### src/rtl/m72_pic.sv
// m72_pic: single-device 8259-style interrupt controller for the M72 core.
// Edge-captures eight request lines, resolves fully-nested priority and supplies the ack vector.
module m72_pic #(
   parameter logic [7:0] RESET_MASK = 8'hFF,
   parameter logic [4:0] RESET_BASE = 5'h00
) (
   input  logic       clock,
   input  logic       reset_n,
   input  logic       cs,
   input  logic       stb,
   input  logic       we,
   input  logic       a0,
   input  logic [7:0] din,
   output logic [7:0] dout,
   input  logic [7:0] ir,
   input  logic       int_ack,
   output logic       int_rq,
   output logic [7:0] vector
);

   localparam logic [1:0] ST_READY  = 2'd0;
   localparam logic [1:0] ST_W_ICW2 = 2'd1;
   localparam logic [1:0] ST_W_ICW3 = 2'd2;
   localparam logic [1:0] ST_W_ICW4 = 2'd3;

   logic [1:0] state_q, state_d;
   logic [7:0] irr_q, irr_d;
   logic [7:0] isr_q, isr_d;
   logic [7:0] imr_q, imr_d;
   logic [4:0] base_q, base_d;
   logic       aeoi_q, aeoi_d;
   logic       rd_sel_q, rd_sel_d;
   logic       sngl_q, sngl_d;
   logic       ic4_q, ic4_d;
   logic [7:0] ir_dly_q, ir_dly_d;
   logic       stb_dly_q, stb_dly_d;
   logic       ack_dly_q, ack_dly_d;
   logic [7:0] vector_q, vector_d;
   logic       int_rq_q, int_rq_d;

   logic [7:0] req, req_oh, isr_oh, spec_oh, ack_clr, ir_rise;
   logic [3:0] req_idx, isr_idx;
   logic       has_req, wr_fire, ack_fire, icw1;

   // Index of the lowest set bit; 8 when the vector is empty.
   function automatic logic [3:0] lowest_idx(input logic [7:0] v);
      logic [3:0] idx;
      idx = 4'd8;
      for (int i = 7; i >= 0; i--) begin
         if (v[i]) idx = 4'(i);
      end
      return idx;
   endfunction

   // Bus handshake: an access is a run of stb cycles; a register write (cs & we & ~int_ack)
   // or an acknowledge (int_ack) takes effect only on the first stb cycle of the run.
   always_comb begin
      req      = irr_q & ~imr_q;
      req_oh   = req & (~req + 8'd1);
      isr_oh   = isr_q & (~isr_q + 8'd1);
      spec_oh  = 8'b1 << din[2:0];
      req_idx  = lowest_idx(req);
      isr_idx  = lowest_idx(isr_q);
      has_req  = (req != 8'd0) && (req_idx < isr_idx);
      wr_fire  = cs & stb & we & ~int_ack & ~stb_dly_q;
      ack_fire = int_ack & stb & ~ack_dly_q;
      icw1     = wr_fire & ~a0 & din[4];
      ir_rise  = ir & ~ir_dly_q;

      state_d   = state_q;
      isr_d     = isr_q;
      imr_d     = imr_q;
      base_d    = base_q;
      aeoi_d    = aeoi_q;
      rd_sel_d  = rd_sel_q;
      sngl_d    = sngl_q;
      ic4_d     = ic4_q;
      vector_d  = vector_q;
      ack_clr   = 8'd0;
      ir_dly_d  = ir;
      stb_dly_d = stb;
      ack_dly_d = int_ack & stb;
      int_rq_d  = (state_q == ST_READY) && has_req;

      if (ack_fire) begin
         if (has_req) begin
            vector_d = {base_q, req_idx[2:0]};
            ack_clr  = req_oh;
            if (!aeoi_q) isr_d = isr_q | req_oh;
         end else begin
            vector_d = {base_q, 3'd7};
         end
      end

      if (icw1) begin
         isr_d    = 8'd0;
         imr_d    = RESET_MASK;
         aeoi_d   = 1'b0;
         rd_sel_d = 1'b0;
         sngl_d   = din[1];
         ic4_d    = din[0];
         state_d  = ST_W_ICW2;
      end else if (wr_fire) begin
         case (state_q)
            ST_W_ICW2: if (a0) begin
               base_d  = din[7:3];
               state_d = !sngl_q ? ST_W_ICW3 : (ic4_q ? ST_W_ICW4 : ST_READY);
            end
            ST_W_ICW3: if (a0) begin
               state_d = ic4_q ? ST_W_ICW4 : ST_READY;
            end
            ST_W_ICW4: if (a0) begin
               aeoi_d  = din[1];
               state_d = ST_READY;
            end
            default: begin
               if (a0) begin
                  imr_d = din;
               end else if (din[4:3] == 2'b00) begin
                  if (din[7:5] == 3'b001) isr_d = isr_q & ~isr_oh;
                  else if (din[7:5] == 3'b011) isr_d = isr_q & ~spec_oh;
               end else if (din[4:3] == 2'b01) begin
                  if (din[1]) rd_sel_d = din[0];
               end
            end
         endcase
      end

      // A rising edge in the same cycle as its own acknowledge re-arms the bit.
      irr_d = icw1 ? 8'd0 : ((irr_q & ~ack_clr) | ir_rise);
   end

   always_comb begin
      if (int_ack) dout = vector_q;
      else if (a0) dout = imr_q;
      else dout = rd_sel_q ? isr_q : irr_q;
   end

   assign int_rq = int_rq_q;
   assign vector = vector_q;

   always_ff @(posedge clock) begin
      if (!reset_n) begin
         state_q   <= ST_READY;
         irr_q     <= 8'd0;
         isr_q     <= 8'd0;
         imr_q     <= RESET_MASK;
         base_q    <= RESET_BASE;
         aeoi_q    <= 1'b0;
         rd_sel_q  <= 1'b0;
         sngl_q    <= 1'b0;
         ic4_q     <= 1'b0;
         ir_dly_q  <= 8'd0;
         stb_dly_q <= 1'b0;
         ack_dly_q <= 1'b0;
         vector_q  <= 8'd0;
         int_rq_q  <= 1'b0;
      end else begin
         state_q   <= state_d;
         irr_q     <= irr_d;
         isr_q     <= isr_d;
         imr_q     <= imr_d;
         base_q    <= base_d;
         aeoi_q    <= aeoi_d;
         rd_sel_q  <= rd_sel_d;
         sngl_q    <= sngl_d;
         ic4_q     <= ic4_d;
         ir_dly_q  <= ir_dly_d;
         stb_dly_q <= stb_dly_d;
         ack_dly_q <= ack_dly_d;
         vector_q  <= vector_d;
         int_rq_q  <= int_rq_d;
      end
   end

endmodule

### config.mk
export PLATFORM = sky130hd
export DESIGN_NAME = m72_pic
export DESIGN_NICKNAME = d
export VERILOG_FILES = /design/src/rtl/m72_pic.sv
export SDC_FILE = /design/constraint.sdc
export NUM_CORES = 1
export LEC_CHECK = 0
export BUFFER_PORTS_ARGS = -buffer_cell sky130_fd_sc_hd__clkbuf_2
export CAP_MARGIN = 20
export CORE_ASPECT_RATIO = 1.25
export CORE_MARGIN = 2
export CORE_UTILIZATION = 35
export CTS_CLUSTER_DIAMETER = 30
export DETAILED_ROUTE_END_ITERATION = 8
export GPL_ROUTABILITY_DRIVEN = 1
export MAX_ROUTING_LAYER = met4
export SYNTH_ARGS = -nofsm -noshare
export SYNTH_HDL_FRONTEND = slang
export SYNTH_SLANG_ARGS = --single-unit
### constraint.sdc
create_clock -name clock -period 3 [get_ports clock]
set_input_delay 0.3 -clock clock [delete_from_list [all_inputs] [get_ports clock]]
set_output_delay 0.3 -clock clock [all_outputs]
set_load 0.03 [all_outputs]
==> summary.txt, run 1 <==
CTS
  • Clock Pin Slew Worst Setup and Hold Paths: 0.10 ns
  • Depth of the CTS H-tree: 2
  • Clk buf depth: 2
  • Worst-skew pair later-pin latency: 0.31 ns
  • Clock Sinks: 54
  • Post-CTS Setup Inserts: 0
  • CTS Buf Count: 5
  • Clk root buf: clkbuf_8
  • CTS tree: built

Floorplan
  • # IOs: 40
  • Die Ht: 107 um
  • FP Rows: 37
  • Initial Utilization: 36.1%
  • Floorplan Core Area: 8240 sq um
  • Total Die Area: 9270 sq um
  • Die W: 86.5 um

Synth
  • Largest cells by area after synthesis: dfxtp_1, mux2i_1, nand2_1, a21oi_1, nor2_1
  • Sequential share of the synthesized area: 36.3%
  • Main synth FF type: dfxtp_1
  • Syn Area/Cell: 8.03 sq um
  • Yosys Warn Count: 0
  • Count leader, synth: dfxtp_1
  • Post-synth EDFFs: 0
  • Mapped Cells: 371
  • Ys async rst share: 0%
  • Synth area leader: dfxtp_1
  • Cell Area, Synth: 2980 sq um
  • Share of the synthesized area in the top cell type: 36.3%
  • Syn nets: 401
  • Yosys cell types: 49
  • Commonest cells post-synth: dfxtp_1, nand2_1, nor2_1
  • Synth Register Bits: 54

GRT
  • Pin count of the biggest net entering global routing: 31
  • Gr ovfl total: 0
  • GR Util All Layers: 19.9%
  • Antenna violations before repair: 0
  • Vias in the first global route: 2650
  • First-pass GRT wire length: 13.8 mm

Drt
  • Vias per cell: 5.46
  • Post-detailed-route wirelength per cell: 16.8 um
  • Initial detailed-routing violation count: 142
  • DRC: 0
  • Post-route ant nets: 0
  • DR vias: 2734
  • DR pass1 iterations: 4
  • Final wirelength: 8.41 mm

Critical path
  • CP delay by family, top: simple AND/OR/NAND/NOR gates
  • CP Launch Type: flop
  • Most used cell, CP: o41ai_2
  • CP max-delay cell: dfxtp_1
  • Critical path endpoint category: flop
  • CP peak stage delay: 0.41 ns
  • CP cell instances: and2b_1 > nor4_2 > and2_1 > ha_1 > o211ai_1 > a21oi_1 > o41ai_2 > o211ai_2 > or3_1 > o41ai_2
  • Worst Path Max Fanout: 5
  • Worst EP arrival: 2.98 ns
  • Kind of critical path: flop to flop
  • Setup slack, reg-to-reg: 0.24 ns
  • CP required: 3.22 ns
  • CP bufs+invs: 0

Layout
  • Multi-input gate area: 1810 sq um
  • Fillcell total: 839
  • Final design utilization: 41.3%
  • Share of layout cells above drive strength 1: 17.1%
  • # diodes: 0
  • FF+latch area: 1080 sq um
  • Area Growth Syn to Fin: 14.4%
  • Final #Nets: 433

Timing
  • Fin. Hold Viols: 0
  • Hold Slack: 0.192 ns
  • Worst slew margin: 51.7%
  • RSZ-0062 raised after global routing: no
  • Fin crit period: 2.76 ns
  • Total negative setup slack: 0 ns
  • Worst slew pin tran: 0.723 ns
  • Max Slew Vio Count: 0
  • Worst Skew: 0.00968 ns
  • Setup ws final: 0.240 ns
  • Max Fclk: 0.362 GHz
  • Final Cycle Share: 92.0%
  • # setup viols final: 0

Place
  • Port Buf Inserts: 39
  • Place WS: 0.199 ns
  • Post-DP HPWL: 6.37 mm
  • Gpl congestion: 0.947

Outcome
  • Status: finished clean

Pwr
  • Maximum VDD drop: 299 uV
  • Leak: 1.39 nW
  • P per Cell Area: 418 nW/um^2

Run
  • MaxCap Viol Count: 0

Hold path
  • Hold Path Class: primary input to flop
[per-stage QoR]
stage	instances	instance area (sq um)	power (mW)
floorplan	371	2980	0.884
global placement	492	3260	0.948
detailed placement	493	3270	0.951
CTS	501	3380	1.44
global route	501	3410	1.48
finish	501	3410	1.42
[metal layers]
metal / up-vias / routed length, um / global-route usage, %
met2: 65 / 4090 / 31.9
met1: 1281 / 3470 / 24.1
met5: - / 0 / -
met3: 22 / 377 / 2.69
met4: 0 / 463 / 10.8
li1: 1366 / - / -
[where the power goes]
group	internal [mW]	switching [mW]	leakage, nW	total [mW]
combinational	0.0656	0.118	0.896	0.184
sequential	0.737	0.0137	0.441	0.750
clock	0.249	0.240	0.0514	0.489
total	1.05	0.372	1.39	1.42
[path summary, 6_finish.rpt]
kind                                        startpoint  depth (start not counted)                      to
worst max register to register   imr_q[6]$_SDFFE_PP1P_                         10     isr_q[2]$_SDFF_PP0_
worst max-delay path             imr_q[6]$_SDFFE_PP1P_                         10     isr_q[2]$_SDFF_PP0_
worst min-delay path                             ir[4]                          2  ir_dly_q[4]$_SDFF_PN0_
worst min register to register  base_q[1]$_SDFFE_PN0P_                          2  vector[4]$_SDFFE_PN0P_
[what timing repair did]
item	in CTS	in global routing
hold endpoints to repair	0	0
hold buffers	0	0
gates resized for setup	0	4
setup endpoints to repair	0	1
[registers in the layout, indices dropped and copies added, names as in the netlist]
signal and flops:
ack_dly_q 1, aeoi_q 1, base_q 5, ic4_q 1, imr_q 8, int_rq 1, ir_dly_q 8, irr_q 8
isr_q 8, rd_sel_q 1, sngl_q 1, state_q 2, stb_dly_q 1, vector 8
[cells in the final DEF, fill, tap and decap left out, types with 4 or more instances in the layout]
cell type and n:
mux2i_1 24, clkbuf_8 5, o41ai_1 4, nor2b_1 20, o21ai_0 25, a31oi_1 6, buf_4 9, nand3_1 5
nor3_1 15, nand2_1 42, ha_1 7, and2_1 12, a21boi_0 5, nor2_1 38, dfxtp_1 54, clkbuf_2 39
nand2b_1 11, a21oi_1 30
[cells by family (layout without fill, tap and decap cells)]
family	count (synthesis)	count (layout)	synth area share, %
AOI/OAI and AO/OA	88	88	19.2
buffers and inverters	27	60	3.70
muxes	24	24	8.07
and+or+nand+nor	171	171	29.8
DFF	54	54	36.3
adders and majority gates	7	7	2.94
[area by class of cell]
class / count / share of cell area, %
Clock buffer: 6 / 2.13
Clock inverter: 2 / 1.10
Timing Repair Buffer: 49 / 8.05
Sequential cell: 54 / 31.7
Inverter: 3 / 0.331
Multi-Input combinational cell: 290 / 53.1
Tap cell: 97 / 3.56
Power figures use the tool's default switching activity.
==> inputs of run 2 (changes only) <==
clock period = 2.95 ns   (was 3 ns; I/O delays follow)
==> run 2 against run 1 <==
Effect of this change:
- routed wire length fell by 2.8%
- critical path depth stayed put
- fmax is 2.5% higher
- die area unchanged
- non-clock buffer count rose by 1
- design area is 0.70% lower
- critical endpoint unchanged
- register-to-register slack better by 0.02 ns
- clock-buffer cell count unchanged
- cell count up 0.20%
- global-route usage fell by 0.87 points
- power down 2.6%
- utilization fell by 0.29 points
==> summary.txt, run 2 (synthesized netlist as in run 1, its figures left out) <==
Outcome
  • Status: finished clean

CTS
  • Clk root buf: clkbuf_8
  • CTS tree: built
  • Clock Pin Slew Worst Setup and Hold Paths: 0.10 ns (about the same)
  • Depth of the CTS H-tree: 2 (unchanged)
  • Worst-skew pair later-pin latency: 0.31 ns (about the same)
  • Clk buf depth: 2 (unchanged)
  • Post-CTS Setup Inserts: 0 (unchanged)
  • CTS Buf Count: 5 (unchanged)
  • Clock Sinks: 54 (unchanged)

Drt
  • DR pass1 iterations: 4 (unchanged)
  • Final wirelength: 8.17 mm (-2.8%)
  • Initial detailed-routing violation count: 191 (+35%)
  • Post-detailed-route wirelength per cell: 16.3 um (-3.0%)
  • Post-route ant nets: 0 (unchanged)
  • DR vias: 2700 (-1.2%)
  • Vias per cell: 5.38 (-1.4%)
  • DRC: 0 (unchanged)

GRT
  • Antenna violations before repair: 0 (unchanged)
  • First-pass GRT wire length: 13.4 mm (-3.2%)
  • GR Util All Layers: 19.0% (-0.87 points)
  • Gr ovfl total: 0 (unchanged)
  • Vias in the first global route: 2623 (-1.0%)
  • Pin count of the biggest net entering global routing: 31 (unchanged)

Floorplan
  • Total Die Area: 9270 sq um (unchanged)
  • Initial Utilization: 36.1% (unchanged)
  • FP Rows: 37 (unchanged)
  • # IOs: 40 (unchanged)
  • Die Ht: 107 um (unchanged)
  • Die W: 86.5 um (unchanged)
  • Floorplan Core Area: 8240 sq um (unchanged)

Run
  • MaxCap Viol Count: 0 (unchanged)

Timing
  • Fin. Hold Viols: 0 (unchanged)
  • # setup viols final: 0 (unchanged)
  • Setup ws final: 0.259 ns (+0.0183 ns)
  • Worst slew pin tran: 0.596 ns (-0.127 ns)
  • Final Cycle Share: 91.2% (-0.75 points)
  • RSZ-0062 raised after global routing: no
  • Fin crit period: 2.69 ns (-0.0683 ns)
  • Worst slew margin: 60.2% (+8.5 points)
  • Max Fclk: 0.372 GHz (+2.5%)
  • Total negative setup slack: 0 ns (unchanged)
  • Worst Skew: 0.0126 ns (+0.00289 ns)
  • Max Slew Vio Count: 0 (unchanged)

Critical path
  • CP Launch Type: flop
  • Worst Path Max Fanout: 5 (unchanged)
  • Critical path endpoint category: flop
  • CP cell instances: and2b_1 > nor4_1 > and2_1 > ha_1 > o211ai_1 > a21oi_1 > o41ai_2 > o211ai_2 > or3_1 > o41ai_2
  • Kind of critical path: flop to flop
  • Most used cell, CP: o41ai_2
  • CP peak stage delay: 0.39 ns (-0.02 ns)
  • Setup slack, reg-to-reg: 0.26 ns (+0.02 ns)
  • CP delay by family, top: simple AND/OR/NAND/NOR gates
  • CP required: 3.17 ns (-0.05 ns)
  • Worst EP arrival: 2.91 ns (-0.07 ns)
  • CP max-delay cell: dfxtp_1
  • CP bufs+invs: 0 (unchanged)

Layout
  • Multi-input gate area: 1800 sq um (-0.69%)
  • Final #Nets: 434 (+0.23%)
  • Commonest cells after routing, fill and taps aside: dfxtp_1, nand2_1, clkbuf_2
  • Final Instance Area: 3380 sq um (-0.70%)
  • # diodes: 0 (unchanged)
  • Fillcell total: 849 (+1.2%)
  • Final design utilization: 41.0% (-0.29 points)
  • Most common cell after layout, fill and taps aside: dfxtp_1
  • FF+latch area: 1080 sq um (unchanged)
  • Area Growth Syn to Fin: 13.6%
  • Share of layout cells above drive strength 1: 17.0% (-0.042 points)

Pwr
  • Leak: 1.38 nW (-0.29%)
  • P per Cell Area: 410 nW/um^2 (-1.9%)
  • Maximum VDD drop: 243 uV (-19%)
  • Total Power: 1.39 mW (-2.6%)

Hold path
  • Hold Path Class: primary input to flop

Place
  • Port Buf Inserts: 39 (unchanged)
  • Gpl congestion: 0.939 (-0.79%)
  • Place WS: 0.224 ns (+0.0258 ns)
  • Post-DP HPWL: 6.21 mm (-2.6%)
  • Placed inst area: 3280 sq um (+0.11%)
==> run 2: area by class of cell <==
type,instances,share of cell area [%]
Clock inverter,2,0.370
Inverter,3,0.333
Tap cell,97,3.59
Clock buffer,6,2.44
Sequential cell,54,32.0
Timing Repair Buffer,50,8.21
Multi-Input combinational cell,290,53.1
==> run 2: routing by layer <==
metal | share of wire, % | up-vias | track usage, % | wire, um
li1 | - | 1374 | - | -
met1 | 45 | 1267 | 24.3 | 3690
met2 | 49 | 46 | 30.9 | 4020
met3 | 2.7 | 13 | 2.23 | 220
met4 | 2.9 | 0 | 6.92 | 238
met5 | 0 | - | - | 0
==> run 2: metrics by stage <==
step | instances | hold slack (ns)
after floorplan | 371 | 0.417
final | 502 | 0.197
after global routing | 502 | 0.202
after global placement | 494 | 0.451
after detailed placement | 494 | 0.461
after CTS | 502 | 0.194
==> run 2: worst register-to-register path, delay by kind of cell, from the launching register on <==
kind | cells | cell delay (ns)
simple gates | 4 | 1.21
compound gates | 5 | 0.70
fa+ha+maj | 1 | 0.29
flops | 1 | 0.39
==> run 2: where the power goes <==
| part | total [mW] | switching, mW | internal (mW) | leakage (nW) |
|---|---|---|---|---|
| logic | 0.187 | 0.120 | 0.0670 | 0.896 |
| registers | 0.763 | 0.0142 | 0.749 | 0.441 |
| clock network | 0.436 | 0.247 | 0.189 | 0.0472 |
| total | 1.39 | 0.381 | 1.01 | 1.38 |
==> run 2: repair_timing <==
item,in CTS,in global routing
gates resized for setup,0,2
hold buffers,0,0
endpoints found under the setup margin,0,6
hold endpoints to repair,0,0
==> run 2: final timing paths <==
path / endpoint / startpoint / cells past startpoint
setup reg to reg: isr_q[2]$_SDFF_PP0_ / imr_q[6]$_SDFFE_PP1P_ / 10
hold / removal: ir_dly_q[6]$_SDFF_PN0_ / ir[6] / 2
setup / recovery: isr_q[2]$_SDFF_PP0_ / imr_q[6]$_SDFFE_PP1P_ / 10
hold reg to reg: vector[7]$_SDFFE_PN0P_ / base_q[4]$_SDFFE_PN0P_ / 2
==> inputs of run 3 (changes only) <==
CORE_ASPECT_RATIO = default   (was 1.25)
clock period = 2.3 ns   (was 2.95 ns; I/O delays follow)
==> run 3 against run 2 <==
Effect of this change:
- the flow now finishes with violations (setup timing)
- non-clock buffer count increased by 44
- first-iteration DRC count decreased by 29%
- die area about the same
- combinational power rose by 50%
- critical path type unchanged
- largest cell class unchanged
- via count rose by 7.5%
- sequential power grew 28%
- worst hold slack worse by 0.072 ns
- sequential share of layout area fell by 3.9 points
- cell count increased by 10%
- power rose by 28%
==> summary.txt, run 3 (synthesized netlist as in run 1, its figures left out) <==
Floorplan
  • Die W: 96.2 um (+11%)
  • Floorplan Core Area: 8220 sq um (-0.29%)
  • FP Rows: 33 (-11%)
  • Total Die Area: 9260 sq um (about the same)
  • # IOs: 40 (unchanged)
  • Die Ht: 96.2 um (-10%)
  • Initial Utilization: 36.2% (+0.10 points)

Hold path
  • Hold Path Class: primary input to flop
  • Hold Path Origin: ir[6]

Outcome
  • Failing checks: setup timing
  • Status: complete, but fails checks

Critical path
  • Critical path endpoint category: flop
  • CP peak stage delay: 0.36 ns (-0.03 ns)
  • CP cell instances: nor4_4 > nand2_1 > or3_4 > ha_4 > o211ai_1 > a21oi_1 > o41ai_2 > o211ai_2 > buf_4 > nor2_4 > a31oi_1
  • Worst Reg-to-Reg Cells: 11 (+1)
  • Worst EP arrival: 2.65 ns (-0.26 ns)
  • Worst Path Max Fanout: 8 (+3)
  • CP Launch Type: flop
  • Kind of critical path: flop to flop
  • CP endpoint: vector[0]$_SDFFE_PN0P_
  • CP max-delay cell: or3_4
  • Worst setup path start: isr_q[1]$_SDFF_PP0_
  • R2r endpoint: vector[0]$_SDFFE_PN0P_
  • CP required: 2.47 ns (-0.70 ns)
  • Worst R2R Start: isr_q[1]$_SDFF_PP0_
  • Setup slack, reg-to-reg: -0.18 ns (-0.44 ns)

GRT
  • First-pass GRT wire length: 13.8 mm (+3.6%)
  • GR Util All Layers: 20.2% (+1.1 points)
  • Gr ovfl total: 0 (unchanged)
  • Pin count of the biggest net entering global routing: 22 (-29%)
  • Antenna violations before repair: 0 (unchanged)
  • Vias in the first global route: 2685 (+2.4%)

CTS
  • Clock Pin Slew Worst Setup and Hold Paths: 0.10 ns (about the same)
  • Worst-skew pair later-pin latency: 0.31 ns (about the same)
  • CTS Buf Count: 5 (unchanged)
  • Clk buf depth: 2 (unchanged)
  • CTS tree: built
  • Clock Sinks: 54 (unchanged)
  • Cts-stage hold buffer count: 0 (unchanged)
  • Depth of the CTS H-tree: 2 (unchanged)
  • Clk root buf: clkbuf_8

Drt
  • Vias per cell: 5.25 (-2.4%)
  • Post-route ant nets: 0 (unchanged)
  • Initial detailed-routing violation count: 136 (-29%)
  • DRC: 0 (unchanged)
  • Post-detailed-route wirelength per cell: 15.8 um (-3.1%)
  • DR pass1 iterations: 4 (unchanged)
  • Final wirelength: 8.72 mm (+6.7%)
  • DR vias: 2902 (+7.5%)

Timing
  • Fin. Hold Viols: 0 (unchanged)
  • Worst slew margin: 64.5% (+4.3 points)
  • Fin crit period: 2.48 ns (-0.209 ns)
  • Hold Slack: 0.124 ns (-0.0724 ns)
  • Total negative setup slack: -1.67 ns (-1.67 ns)
  • # setup viols final: 17 (+17)
  • Setup ws final: -0.182 ns (-0.441 ns)
  • Max Slew Vio Count: 0 (unchanged)
  • Max Fclk: 0.403 GHz (+8.4%)
  • RSZ-0062 raised after global routing: yes
  • Final Cycle Share: 108% (+17 points)
  • Worst Skew: 0.00691 ns (-0.00566 ns)
  • Worst slew pin tran: 0.525 ns (-0.0709 ns)

Layout
  • Share of layout cells above drive strength 1: 30.6% (+14 points)
  • Commonest cells after routing, fill and taps aside: buf_4, dfxtp_1, nand2_1
  • Final design utilization: 46.9% (+5.9 points)
  • Final cell count without fillers: 553 (+10%)
  • Final #Nets: 478 (+10%)
  • Fillcell total: 843 (-0.71%)
  • Area Growth Syn to Fin: 29.4%
  • Most common cell after layout, fill and taps aside: buf_4
  • # diodes: 0 (unchanged)

Run
  • MaxCap Viol Count: 0 (unchanged)

Place
  • Port Buf Inserts: 39 (unchanged)
  • Post-DP HPWL: 6.66 mm (+7.2%)
  • Inst Count DP: 543 (+9.9%)
  • Gpl congestion: 0.939 (about the same)

Pwr
  • P per Cell Area: 461 nW/um^2 (+12%)
  • Total Power: 1.78 mW (+28%)
  • Leak: 1.62 nW (+17%)
  • Maximum VDD drop: 284 uV (+17%)
-- run 3: how the worst min path moves through the flow --
stage	depth (start not counted)	end	slack (ns)
after floorplan	1	ir_dly_q[0]$_SDFF_PN0_	0.35
after global placement	2	ir_dly_q[6]$_SDFF_PN0_	0.44
after detailed placement	2	ir_dly_q[3]$_SDFF_PN0_	0.45
after CTS	2	ir_dly_q[6]$_SDFF_PN0_	0.12
after global routing	2	ir_dly_q[3]$_SDFF_PN0_	0.12
final	2	ir_dly_q[6]$_SDFF_PN0_	0.12
-- run 3: stage by stage --
step / instance area, sq um / setup slack [ns]
6_report: 3850 / -0.182
5_1_grt: 3850 / -0.305
4_1_cts: 3790 / -0.162
3_5_place_dp: 3650 / -0.325
3_3_place_gp: 3650 / -0.226
2_1_floorplan: 3030 / -0.183
-- run 3: report_power, final --
part	internal [mW]	total, mW	switching, mW
Clock	0.210	0.521	0.311
Sequential	0.961	0.975	0.0139
Combinational	0.114	0.281	0.167
Total	1.28	1.78	0.492
-- run 3: timing repair --
action	in CTS	in global routing
gates resized for setup	9	18
endpoints found under the hold margin	0	0
pin swaps	1	7
setup endpoints to repair	17	20
buffers inserted	2	1
-- run 3: layout make-up --
type                    instances  area (sq um)  share of cell area, %
clock buffers                   6          72.6                   1.88
multi-input cells             290          1940                   50.4
flip-flops and latches         54          1080                   28.1
clock inverters                 1          7.51                  0.195
inverters                       3          11.3                  0.292
repair buffers                 94           608                   15.8
well taps                     105           131                   3.41
-- run 3: routing by layer --
metal  track usage [%]  vias to the layer above  share of wire [%]
li1                  -                     1454                  -
met1              26.9                     1364                 48
met2              33.0                       77                 47
met3              2.58                        7                4.5
met4              3.57                        0               0.75
met5                 -                        -                  0
-- run 3: critical path, delay by kind of cell (launching register included) --
kind	cells	cell delay, ns
DFF	1	0.34
buffers and inverters	1	0.17
and+or+nand+nor	4	1.03
AOI/OAI and AO/OA	5	0.57
adders and majority gates	1	0.23
